## src/rtl/fetch_decode_stage.sv

```systemverilog
// rtl/fetch_decode_stage.sv - IF/ID pipeline register with branch/jump decode and next-PC select
//
// Purpose:
//   Holds the IF/ID pipeline register and decodes the latched instruction.
//   The decode resolves the delayed-branch / jump decision in D and selects
//   the next fetch PC. It also keeps free-running stall and redirect counters.
//
// Ports:
//   Clk        in   1   rising-edge clock
//   Rst        in   1   synchronous active-high reset (priority over Stall)
//   Stall      in   1   1 = freeze F and D
//   PC_F       in  32   current fetch PC
//   Instr_F    in  32   instruction word at PC_F
//   RS_D       in  32   forwarded rs value for Instr_D
//   RT_D       in  32   forwarded rt value for Instr_D
//   NPC        out 32   next fetch PC
//   PC_We      out  1   fetch-PC write enable (~Stall)
//   Instr_D    out 32   latched instruction
//   PC_D       out 32   latched PC
//   PC8_D      out 32   link value PC_D + 8
//   Link_D     out  1   Instr_D writes $31
//   Taken_D    out  1   Instr_D redirects fetch
//   Stall_cnt  out 32   stall-cycle counter
//   Redir_cnt  out 32   redirect counter

module fetch_decode_stage (
    input  logic        Clk,
    input  logic        Rst,
    input  logic        Stall,
    input  logic [31:0] PC_F,
    input  logic [31:0] Instr_F,
    input  logic [31:0] RS_D,
    input  logic [31:0] RT_D,
    output logic [31:0] NPC,
    output logic        PC_We,
    output logic [31:0] Instr_D,
    output logic [31:0] PC_D,
    output logic [31:0] PC8_D,
    output logic        Link_D,
    output logic        Taken_D,
    output logic [31:0] Stall_cnt,
    output logic [31:0] Redir_cnt
);

    localparam logic [5:0]  OP_SPECIAL = 6'b000000;
    localparam logic [5:0]  OP_REGIMM  = 6'b000001;
    localparam logic [5:0]  OP_J       = 6'b000010;
    localparam logic [5:0]  OP_JAL     = 6'b000011;
    localparam logic [5:0]  OP_BEQ     = 6'b000100;
    localparam logic [5:0]  OP_BNE     = 6'b000101;
    localparam logic [4:0]  RT_BGEZAL  = 5'b10001;
    localparam logic [5:0]  FN_JR      = 6'b001000;
    localparam logic [31:0] RESET_PC   = 32'h0000_3000;

    logic [31:0] r_instr_d;
    logic [31:0] r_pc_d;
    logic [31:0] r_stall_cnt;
    logic [31:0] r_redir_cnt;

    logic [5:0]  w_op;
    logic [4:0]  w_rt;
    logic [5:0]  w_funct;
    logic [15:0] w_imm;
    logic [25:0] w_idx;
    logic [31:0] w_br_offset;
    logic [31:0] w_br_target;
    logic [31:0] w_j_target;
    logic [31:0] w_seq_pc;
    logic [31:0] w_target;
    logic        w_taken;
    logic        w_link;

    assign w_op    = r_instr_d[31:26];
    assign w_rt    = r_instr_d[20:16];
    assign w_funct = r_instr_d[5:0];
    assign w_imm   = r_instr_d[15:0];
    assign w_idx   = r_instr_d[25:0];

    // Sign-extended word offset; the add wraps modulo 2^32 by width.
    assign w_br_offset = {{14{w_imm[15]}}, w_imm, 2'b00};
    assign w_br_target = r_pc_d + 32'd4 + w_br_offset;
    assign w_j_target  = {r_pc_d[31:28], w_idx, 2'b00};
    assign w_seq_pc    = PC_F + 32'd4;

    // Decision is recomputed every cycle, including during a stall, so the
    // value seen in the first unstalled cycle uses the freshest forwarded data.
    always_comb begin
        w_taken  = 1'b0;
        w_link   = 1'b0;
        w_target = w_br_target;
        case (w_op)
            OP_BEQ: begin
                w_taken = (RS_D == RT_D);
            end
            OP_BNE: begin
                w_taken = (RS_D != RT_D);
            end
            OP_REGIMM: begin
                if (w_rt == RT_BGEZAL) begin
                    w_taken = ~RS_D[31];
                    w_link  = 1'b1;
                end
            end
            OP_J: begin
                w_taken  = 1'b1;
                w_target = w_j_target;
            end
            OP_JAL: begin
                w_taken  = 1'b1;
                w_link   = 1'b1;
                w_target = w_j_target;
            end
            OP_SPECIAL: begin
                if (w_funct == FN_JR) begin
                    w_taken  = 1'b1;
                    w_target = RS_D;
                end
            end
            default: begin
                w_taken = 1'b0;
            end
        endcase
    end

    always_ff @(posedge Clk) begin
        if (Rst) begin
            r_instr_d   <= 32'h0000_0000;
            r_pc_d      <= RESET_PC;
            r_stall_cnt <= 32'h0000_0000;
            r_redir_cnt <= 32'h0000_0000;
        end else if (Stall) begin
            r_stall_cnt <= r_stall_cnt + 32'd1;
        end else begin
            r_instr_d <= Instr_F;
            r_pc_d    <= PC_F;
            if (w_taken) begin
                r_redir_cnt <= r_redir_cnt + 32'd1;
            end
        end
    end

    assign NPC       = w_taken ? w_target : w_seq_pc;
    assign PC_We     = ~Stall;
    assign Instr_D   = r_instr_d;
    assign PC_D      = r_pc_d;
    assign PC8_D     = r_pc_d + 32'd8;
    assign Link_D    = w_link;
    assign Taken_D   = w_taken;
    assign Stall_cnt = r_stall_cnt;
    assign Redir_cnt = r_redir_cnt;

endmodule

```

## config.mk

```make
export PLATFORM = sky130hd
export DESIGN_NAME = fetch_decode_stage
export DESIGN_NICKNAME = d
export VERILOG_FILES = /design/src/rtl/fetch_decode_stage.sv
export SDC_FILE = /design/constraint.sdc
export NUM_CORES = 1
export LEC_CHECK = 0
export BUFFER_PORTS_ARGS = -buffer_cell sky130_fd_sc_hd__buf_2
export CORE_ASPECT_RATIO = 1.75
export CORE_MARGIN = 4
export CORE_UTILIZATION = 47
export CTS_CLUSTER_SIZE = 8
export DETAILED_ROUTE_END_ITERATION = 12
export PLACE_DENSITY = 0.79
export SKIP_LAST_GASP = 1
export SLEW_MARGIN = 5
export SYNTH_ARGS = -nofsm -noshare
export SYNTH_HDL_FRONTEND = slang
export SYNTH_SLANG_ARGS = --single-unit
export TNS_END_PERCENT = 10
```

## constraint.sdc

```tcl
create_clock -name Clk -period 4.1 [get_ports Clk]
set_input_delay 1.025 -clock Clk [delete_from_list [all_inputs] [get_ports Clk]]
set_output_delay 1.025 -clock Clk [all_outputs]
set_load 0.02 [all_outputs]
```

==> results of run 1 <==
## worst reg2reg max path: cells and delay by family, from the launching register on
kind / cells / cell delay, ps
simple gates: 6 / 1530
mux: 1 / 380
flops: 1 / 330
buf+inv: 4 / 780
## power groups by stage
stage / Sequential (mW) / Combinational, mW / Clock, mW
floorplan: 1.41 / 0.507 / 0
global placement: 1.35 / 1.02 / 0
CTS: 1.33 / 1.14 / 1.57
global route: 1.34 / 1.28 / 1.62
detailed placement: 1.35 / 1.03 / 0
finish: 1.34 / 1.21 / 1.56
## metal layers
layer / vias up / part of all wire, %
li1: 5061 / -
met1: 5279 / 33
met2: 625 / 51
met3: 210 / 7.6
met4: 2 / 7.9
met5: - / 0.032
## per-stage QoR
step	setup TNS, ps	total power, mW
after global routing	-10440	4.23
after detailed placement	-5000	2.39
after floorplan	0	1.92
after global placement	-4180	2.38
after CTS	-4150	4.04
final	-6720	4.11
## logic make-up after synthesis
kind of cell	after synthesis	share of synthesized area (%)
AND/OR/NAND/NOR	462	23.3
AO/OA/AOI/OAI	203	14.7
XOR/XNOR	148	13.8
flip-flops	128	27.2
buffers and inverters	88	4.01
multiplexers	80	8.71
adder cells (fa/ha/maj)	62	8.32
## area by class of cell
class | instances | area, um^2 | share of cell area, %
Clock inverter | 8 | 103 | 0.740
Inverter | 27 | 109 | 0.785
Sequential cell | 128 | 2580 | 18.6
Antenna cell | 1 | 2.50 | 0.0180
Timing Repair Buffer | 491 | 3050 | 22.0
Tap cell | 245 | 307 | 2.21
Multi-Input combinational cell | 955 | 7220 | 52.1
Clock buffer | 24 | 492 | 3.55
## registers in the layout, summed over array words and instances, names as in the netlist
signal     cells
Stall_cnt     32
Redir_cnt     32
Instr_D       32
PC_D          32
## timing repair
action,4_1_cts,5_1_grt
buffers inserted,21,5
endpoints found under the setup margin,35,42
gates resized for setup,97,35
gates cloned,0,3
pin swaps,41,16
## how the worst max path moves through the flow
stage / end / cells after the start
global placement: NPC[0] / 13
floorplan: NPC[30] / 11
global route: NPC[30] / 12
detailed placement: NPC[0] / 13
finish: NPC[24] / 13
CTS: NPC[30] / 11
## layout by cell type (no fill, tap or decap), types with 15 or more instances in the layout
cell,instances
and3_1,27
xnor2_1,97
buf_2,315
ha_4,35
ha_1,24
o21ai_0,21
inv_1,25
nor2b_1,19
nand3_1,40
nor2_1,183
a21oi_1,46
clkbuf_16,20
dfxtp_1,114
mux2_2,15
mux2i_1,64
buf_4,161
nand2_1,85
nand4_1,31
a22oi_1,15
xor2_1,46
==> summary.txt, run 1 <==
Synth
  – Yosys warning total: 0
  – Commonest cells in the netlist: 188 x nor2_1, 128 x dfxtp_1, 102 x xnor2_1
  – Synthesized area: 9410 um^2
  – Synth area leader: dfxtp_1
  – Top FF cell, synth: dfxtp_1
  – Count of flip-flops with a built-in enable after synthesis: 0
  – Count leader, synth: nor2_1
  – Dominant cells by area after synthesis: dfxtp_1 27%, xnor2_1 9.5%, ha_1 8.1%, nor2_1 7.5%, mux2i_1 6.9%
  – Fraction of registers with async set or reset after synthesis: 0%
  – Mean Syn Cell Area: 8.04 um^2
  – Yosys reg bits: roughly 130
  – Synth Net Count: 1,364
  – Cell count after synthesis: 1,171
  – Post-synthesis sequential area ratio: 27.2%
  – Area fraction of the dominant cell type after synthesis: a little over a quarter
  – Post-synth cell types: 65

Timing
  – Worst Tran Pin Value: 824 ps
  – Post-route worst setup slack: -307 ps
  – Setup Viol. Count Final: 32
  – Hold_ws: 507 ps
  – Worst Skew: 7.03 ps
  – Max Fclk: 227 MHz
  – Final min period: 4410 ps
  – RSZ-0062 raised after global routing: yes
  – Rel. slew slack: between 40% and 50%
  – Final period utilization: 107%
  – Fin. max-slew vios: 0
  – Final Hold Viols: 0

Die
  – # IOs: 326
  – Row cnt: 68
  – Initial Utilization: 47.7%
  – Die width: approximately 110 um
  – Core area: roughly 20,000 um^2
  – Die height: 195 um
  – Die area: 22,400 um^2

Layout
  – Area growth syn-to-layout: 47.3%
  – Fraction of layout cells with a size suffix above 1: between 30% and 40%
  – Final Core Density: 70.2%
  – Post-route insts no fill: 1,879
  – Design area: roughly 14,000 um^2
  – Fillcell total: 1,539
  – NumNets Final: ~1.8k

Place
  – # port buffers: 325
  – DP HPWL: between 30,000 and 40,000 um
  – Placed inst area: ~12,000 um^2
  – Place WS: -271 ps
  – Placed Cells incl. Taps: 1,817
  – RePlAce Congestion: between 1 and 1.5

Routing
  – Final ANT Viol Nets: 0
  – Vias: 11.2k
  – 1st-pass router iterations: 5
  – DR DRC count: 0
  – Via density: about 5.9
  – Routed WL per cell: 21.9 um
  – Wirelength, routed: 41,200 um
  – Drt initial violations: 788

Setup path
  – Crit Reg-Reg Endpoint: Redir_cnt[31]
  – Worst R2R Path Depth: 11
  – Worst EP arrival: 3380 ps
  – Slowest cell on the critical path: nor4_4
  – Crit. End Element: primary output
  – CP Cell Sequence: buf_8 -> xnor2_4 -> buf_6 -> nand4_1 -> nor4_4 -> a311oi_2 -> nor3b_4 -> and2_4 -> inv_8 -> buf_4 -> o22ai_1 -> a21oi_1 -> buf_2
  – Worst reg-to-reg setup slack: 970 ps
  – Crit path required time: roughly 3100 ps
  – CP startpoint kind: input pin
  – CP delay by family, top: simple AND/OR/NAND/NOR gates
  – Worst-path fanout max: 9
  – CP peak stage delay: 350 ps
  – Crit path from: RS_D[0]
  – Crit path buf inv count: 5
  – R2r startpoint: Instr_D[28]
  – Crit Path Class: in -> out

Clock network
  – Clock sinks: 128
  – CTS tree: yes
  – CTS Hold Bufs: 0
  – Reg clk slew, reported paths: 60 ps
  – Clock Tree Buf Depth: 2
  – Root Buffer Master: clkbuf_16
  – Worst-Skew Late Latency: 430 ps
  – TritonCTS Buffers: 17
  – CTS H-tree lvls: 4

Global routing
  – Overflow after GRT: 0
  – Global-route wire length before repair: 60,400 um
  – Vias in the first global route: roughly 11k
  – Initial antenna violation count: 2
  – Largest net degree at the start of global routing: 75
  – GR Layer Usage met2: 61.8%
  – Total track usage: roughly 35%
  – Met3 usage in global routing: 7.41%
  – Top Usage Layer GRT: met2
  – Met1 Use GR: 34.7%

Min path
  – Min-delay worst type: reg -> reg
  – HP Start: Stall_cnt[25]
  – Hold Path Depth: 2
  – Hold worst-path end: Stall_cnt[25]

Power and ir drop
  – Logic pwr share: 29.4%
  – Power per cell area: 296 nW/um^2
  – Static Leak: 6.45 nW
  – Int Power: 2.77 mW
  – Switching power: 1.34 mW
  – Net Sw Frac: 32.6%
  – Flop pwr share: 32.5%
  – Peak supply drop: between 0.2 and 0.3 mV
  – Clock Power Share: 38.0%

Run
  – Max-Cap Viols: 0

Status
  – Failing checks: negative setup slack
  – Status: complete, but fails checks
Note: power is estimated with default switching activity, not from simulation.
==> inputs of run 2 (changes only) <==
Settings changed: ABC_AREA set to 1, CORE_UTILIZATION 47 to 45, PLACE_DENSITY 0.79 to 0.74.
==> run 2 against run 1 <==
  * The run now ends clean
  * Hold slack worse by 37 ps
  * Clock power is 4% higher
  * Die area is 15% higher
  * Clock-buffer cell count is 1 higher
  * Maximum frequency is 8.3% higher
  * Critical endpoint is now NPC[20]
==> summary.txt, run 2 <==
Routing
  – Via density: 5.54 (-6.9%)
  – Routed WL per cell: 19.6 um (-10%)
  – Wirelength, routed: 46,000 um (+12%)
  – Vias: 13.0k (+16%)
  – DR DRC count: 0 (unchanged)
  – Final ANT Viol Nets: 0 (unchanged)
  – Drt initial violations: 983 (+25%)
  – 1st-pass router iterations: 5 (unchanged)

Power and ir drop
  – Power, Total: 4.14 mW (+0.85%)
  – Peak supply drop: 0.326 mV (+16%)
  – Static Leak: 6.59 nW (+2.1%)
  – Power per cell area: 307 nW/um^2 (+3.7%)

Timing
  – RSZ-0062 raised after global routing: yes
  – Fin Setup TNS: 0 ps (+6720 ps)
  – Final min period: 4070 ps (-336 ps)
  – Final Hold Viols: 0 (unchanged)
  – Worst Skew: 7.77 ps (+0.737 ps)
  – Hold_ws: 471 ps (-36.7 ps)
  – Rel. slew slack: 49.0% (+3.9 points)
  – Final period utilization: 99.3% (-8.2 points)
  – Max Fclk: 246 MHz (+8.3%)
  – Worst Tran Pin Value: 760 ps (-64.3 ps)
  – Fin. max-slew vios: 0 (unchanged)
  – Post-route worst setup slack: 29.1 ps (+336 ps)
  – Setup Viol. Count Final: 0 (-100%)

Synth
  – Synth Net Count: 1,867 (+37%)
  – Synth area leader: dfxtp_1
  – Post-synthesis sequential area ratio: 24.5% (-2.8 points)
  – Area fraction of the dominant cell type after synthesis: 24.5% (-2.8 points)
  – Count leader, synth: nand2_1
  – Count of flip-flops with a built-in enable after synthesis: 0 (unchanged)
  – Mean Syn Cell Area: 6.26 um^2 (-22%)
  – Top FF cell, synth: dfxtp_1
  – Yosys reg bits: 128 (unchanged)
  – Post-synth cell types: 46 (-29%)
  – Commonest cells in the netlist: 412 x nand2_1, 234 x nor2_1, 162 x inv_1
  – Yosys warning total: 0 (unchanged)
  – Synthesized area: 10,500 um^2 (+11%)
  – Dominant cells by area after synthesis: dfxtp_1 24%, nand2_1 15%, nor2_1 8.4%, ha_1 7.3%, inv_1 5.8%
  – Fraction of registers with async set or reset after synthesis: 0% (unchanged)
  – Cell count after synthesis: 1,674 (+43%)

Layout
  – Final Core Density: 59.1% (-11 points)
  – Fraction of layout cells with a size suffix above 1: 24.4% (-15 points)
  – Post-route insts no fill: 2,343 (+25%)
  – Fillcell total: 2,308 (+50%)
  – Highest-count cells in the layout ignoring fill and taps: 400 x nand2_1, 323 x buf_2, 223 x nor2_1
  – NumNets Final: 2,217 (+22%)
  – Area growth syn-to-layout: 28.7%
  – Most common cell after layout, fill and taps aside: nand2_1
  – Design area: 13,500 um^2 (-2.7%)

Clock network
  – CTS tree: yes
  – Root Buffer Master: clkbuf_16
  – TritonCTS Buffers: 17 (unchanged)
  – CTS H-tree lvls: 4 (unchanged)
  – Clock sinks: 128 (unchanged)
  – Clock Tree Buf Depth: 2 (unchanged)
  – CTS Hold Bufs: 0 (unchanged)
  – Reg clk slew, reported paths: 60 ps (about the same)
  – Worst-Skew Late Latency: 450 ps (+20 ps)

Place
  – Placed Cells incl. Taps: 2,300 (+27%)
  – # port buffers: 325 (unchanged)
  – Placed inst area: 12,600 um^2 (+3.5%)
  – Place WS: -157 ps (+114 ps)
  – RePlAce Congestion: 1.06 (+5.0%)
  – DP HPWL: 36,700 um (+21%)

Die
  – Die area: 25,900 um^2 (+15%)
  – Core area: 22,800 um^2 (+16%)
  – Die height: 210 um (+7.5%)
  – Die width: 123 um (+7.3%)
  – Initial Utilization: 45.9% (-1.8 points)
  – Row cnt: 73 (+7.4%)
  – # IOs: 326 (unchanged)

Setup path
  – Crit Path Class: reg -> out
  – Crit path required time: 3070 ps (about the same)
  – CP startpoint kind: flop
  – Worst EP arrival: 3050 ps (-330 ps)
  – Worst-path fanout max: 5 (-4)
  – Crit. End Element: primary output

Global routing
  – Overflow after GRT: 0 (unchanged)
  – Total track usage: 35.0% (+0.40 points)
  – Largest net degree at the start of global routing: 63 (-16%)
  – Global-route wire length before repair: 69,100 um (+14%)
  – Initial antenna violation count: 8 (+6)
  – Vias in the first global route: 12.6k (+13%)

Run
  – Max-Cap Viols: 0 (unchanged)

Min path
  – Min-delay worst type: reg -> reg

Status
  – Status: completed
==> run 2: changes by cell type after synthesis, moves of 15 or more <==
| cell | before | now |
|---|---|---|
| a21oi_1 | 55 | 104 |
| inv_1 | 26 | 162 |
| xnor2_1 | 102 | 54 |
| nor2_1 | 188 | 234 |
| o21ai_0 | 28 | 109 |
| nor3_1 | 13 | 44 |
| nor2b_1 | 19 | 0 |
| and3_1 | 29 | 1 |
| mux2i_1 | 65 | 0 |
| nand2_1 | 88 | 412 |
| mux2_2 | 15 | 0 |
| nand3_1 | 41 | 111 |
==> run 2: kinds of logic after synthesis <==
logic type	after synthesis	synth area share, %
compound gates	263	13.7
xor+xnor	114	9.53
fa+ha+maj	62	7.47
buf+inv	222	8.67
flops	128	24.5
simple gates	885	36.2
==> run 2: final timing paths <==
kind,startpoint,end,slack [ps],cells after the start
worst max-delay path,Instr_D[3],NPC[20],30,16
worst min-delay path,Stall_cnt[31],Stall_cnt[31],470,2
worst max register to register,Instr_D[31],Redir_cnt[27],1530,12
worst min register to register,Stall_cnt[31],Stall_cnt[31],470,2
==> run 2: worst max-delay path: stages, from the launching register on <==
cell and delay, ps:
dfxtp_1 320, ha_1 300, ha_1 350, a21oi_1 230, nand2_2 130, nand2_1 80
nand2_1 170, nand2_1 110, nand2_1 120, nand3_1 130, nand2_1 60, nand2_1 50
nand3_1 60, nand3_1 120, nand2_1 120, inv_1 70, buf_2 150
==> run 2: layout make-up <==
| type | instances | area [um^2] | area share, % |
|---|---|---|---|
| Timing Repair Buffer | 387 | 2110 | 15.6 |
| Multi-Input combinational cell | 1324 | 7170 | 53.2 |
| Inverter | 166 | 626 | 4.64 |
| Tap cell | 300 | 375 | 2.78 |
| Sequential cell | 128 | 2570 | 19.1 |
| Antenna cell | 6 | 15.0 | 0.111 |
| Clock inverter | 7 | 124 | 0.918 |
| Clock buffer | 25 | 495 | 3.67 |
==> run 2: repair_timing <==
item                       in CTS  in global routing
pin swaps                       0                  8
resized for setup               6                 62
setup buffers                   1                  4
setup endpoints to repair      13                 28
==> run 2: routing by layer <==
metal / global-route usage [%] / share of wire [%] / up-vias / wire length [um]
li1: - / - / 6218 / -
met1: 35.3 / 34 / 5939 / 15600
met2: 61.3 / 50 / 611 / 23200
met3: 7.98 / 7.4 / 197 / 3390
met4: 25.8 / 8.2 / 6 / 3780
met5: 0 / 0.10 / - / 46
==> run 2: power by group <==
part           switching (mW)  total (mW)  internal (mW)
clock                   0.610        1.63           1.02
combinational           0.756        1.16          0.401
sequential             0.0590        1.35           1.29
total                    1.43        4.14           2.72
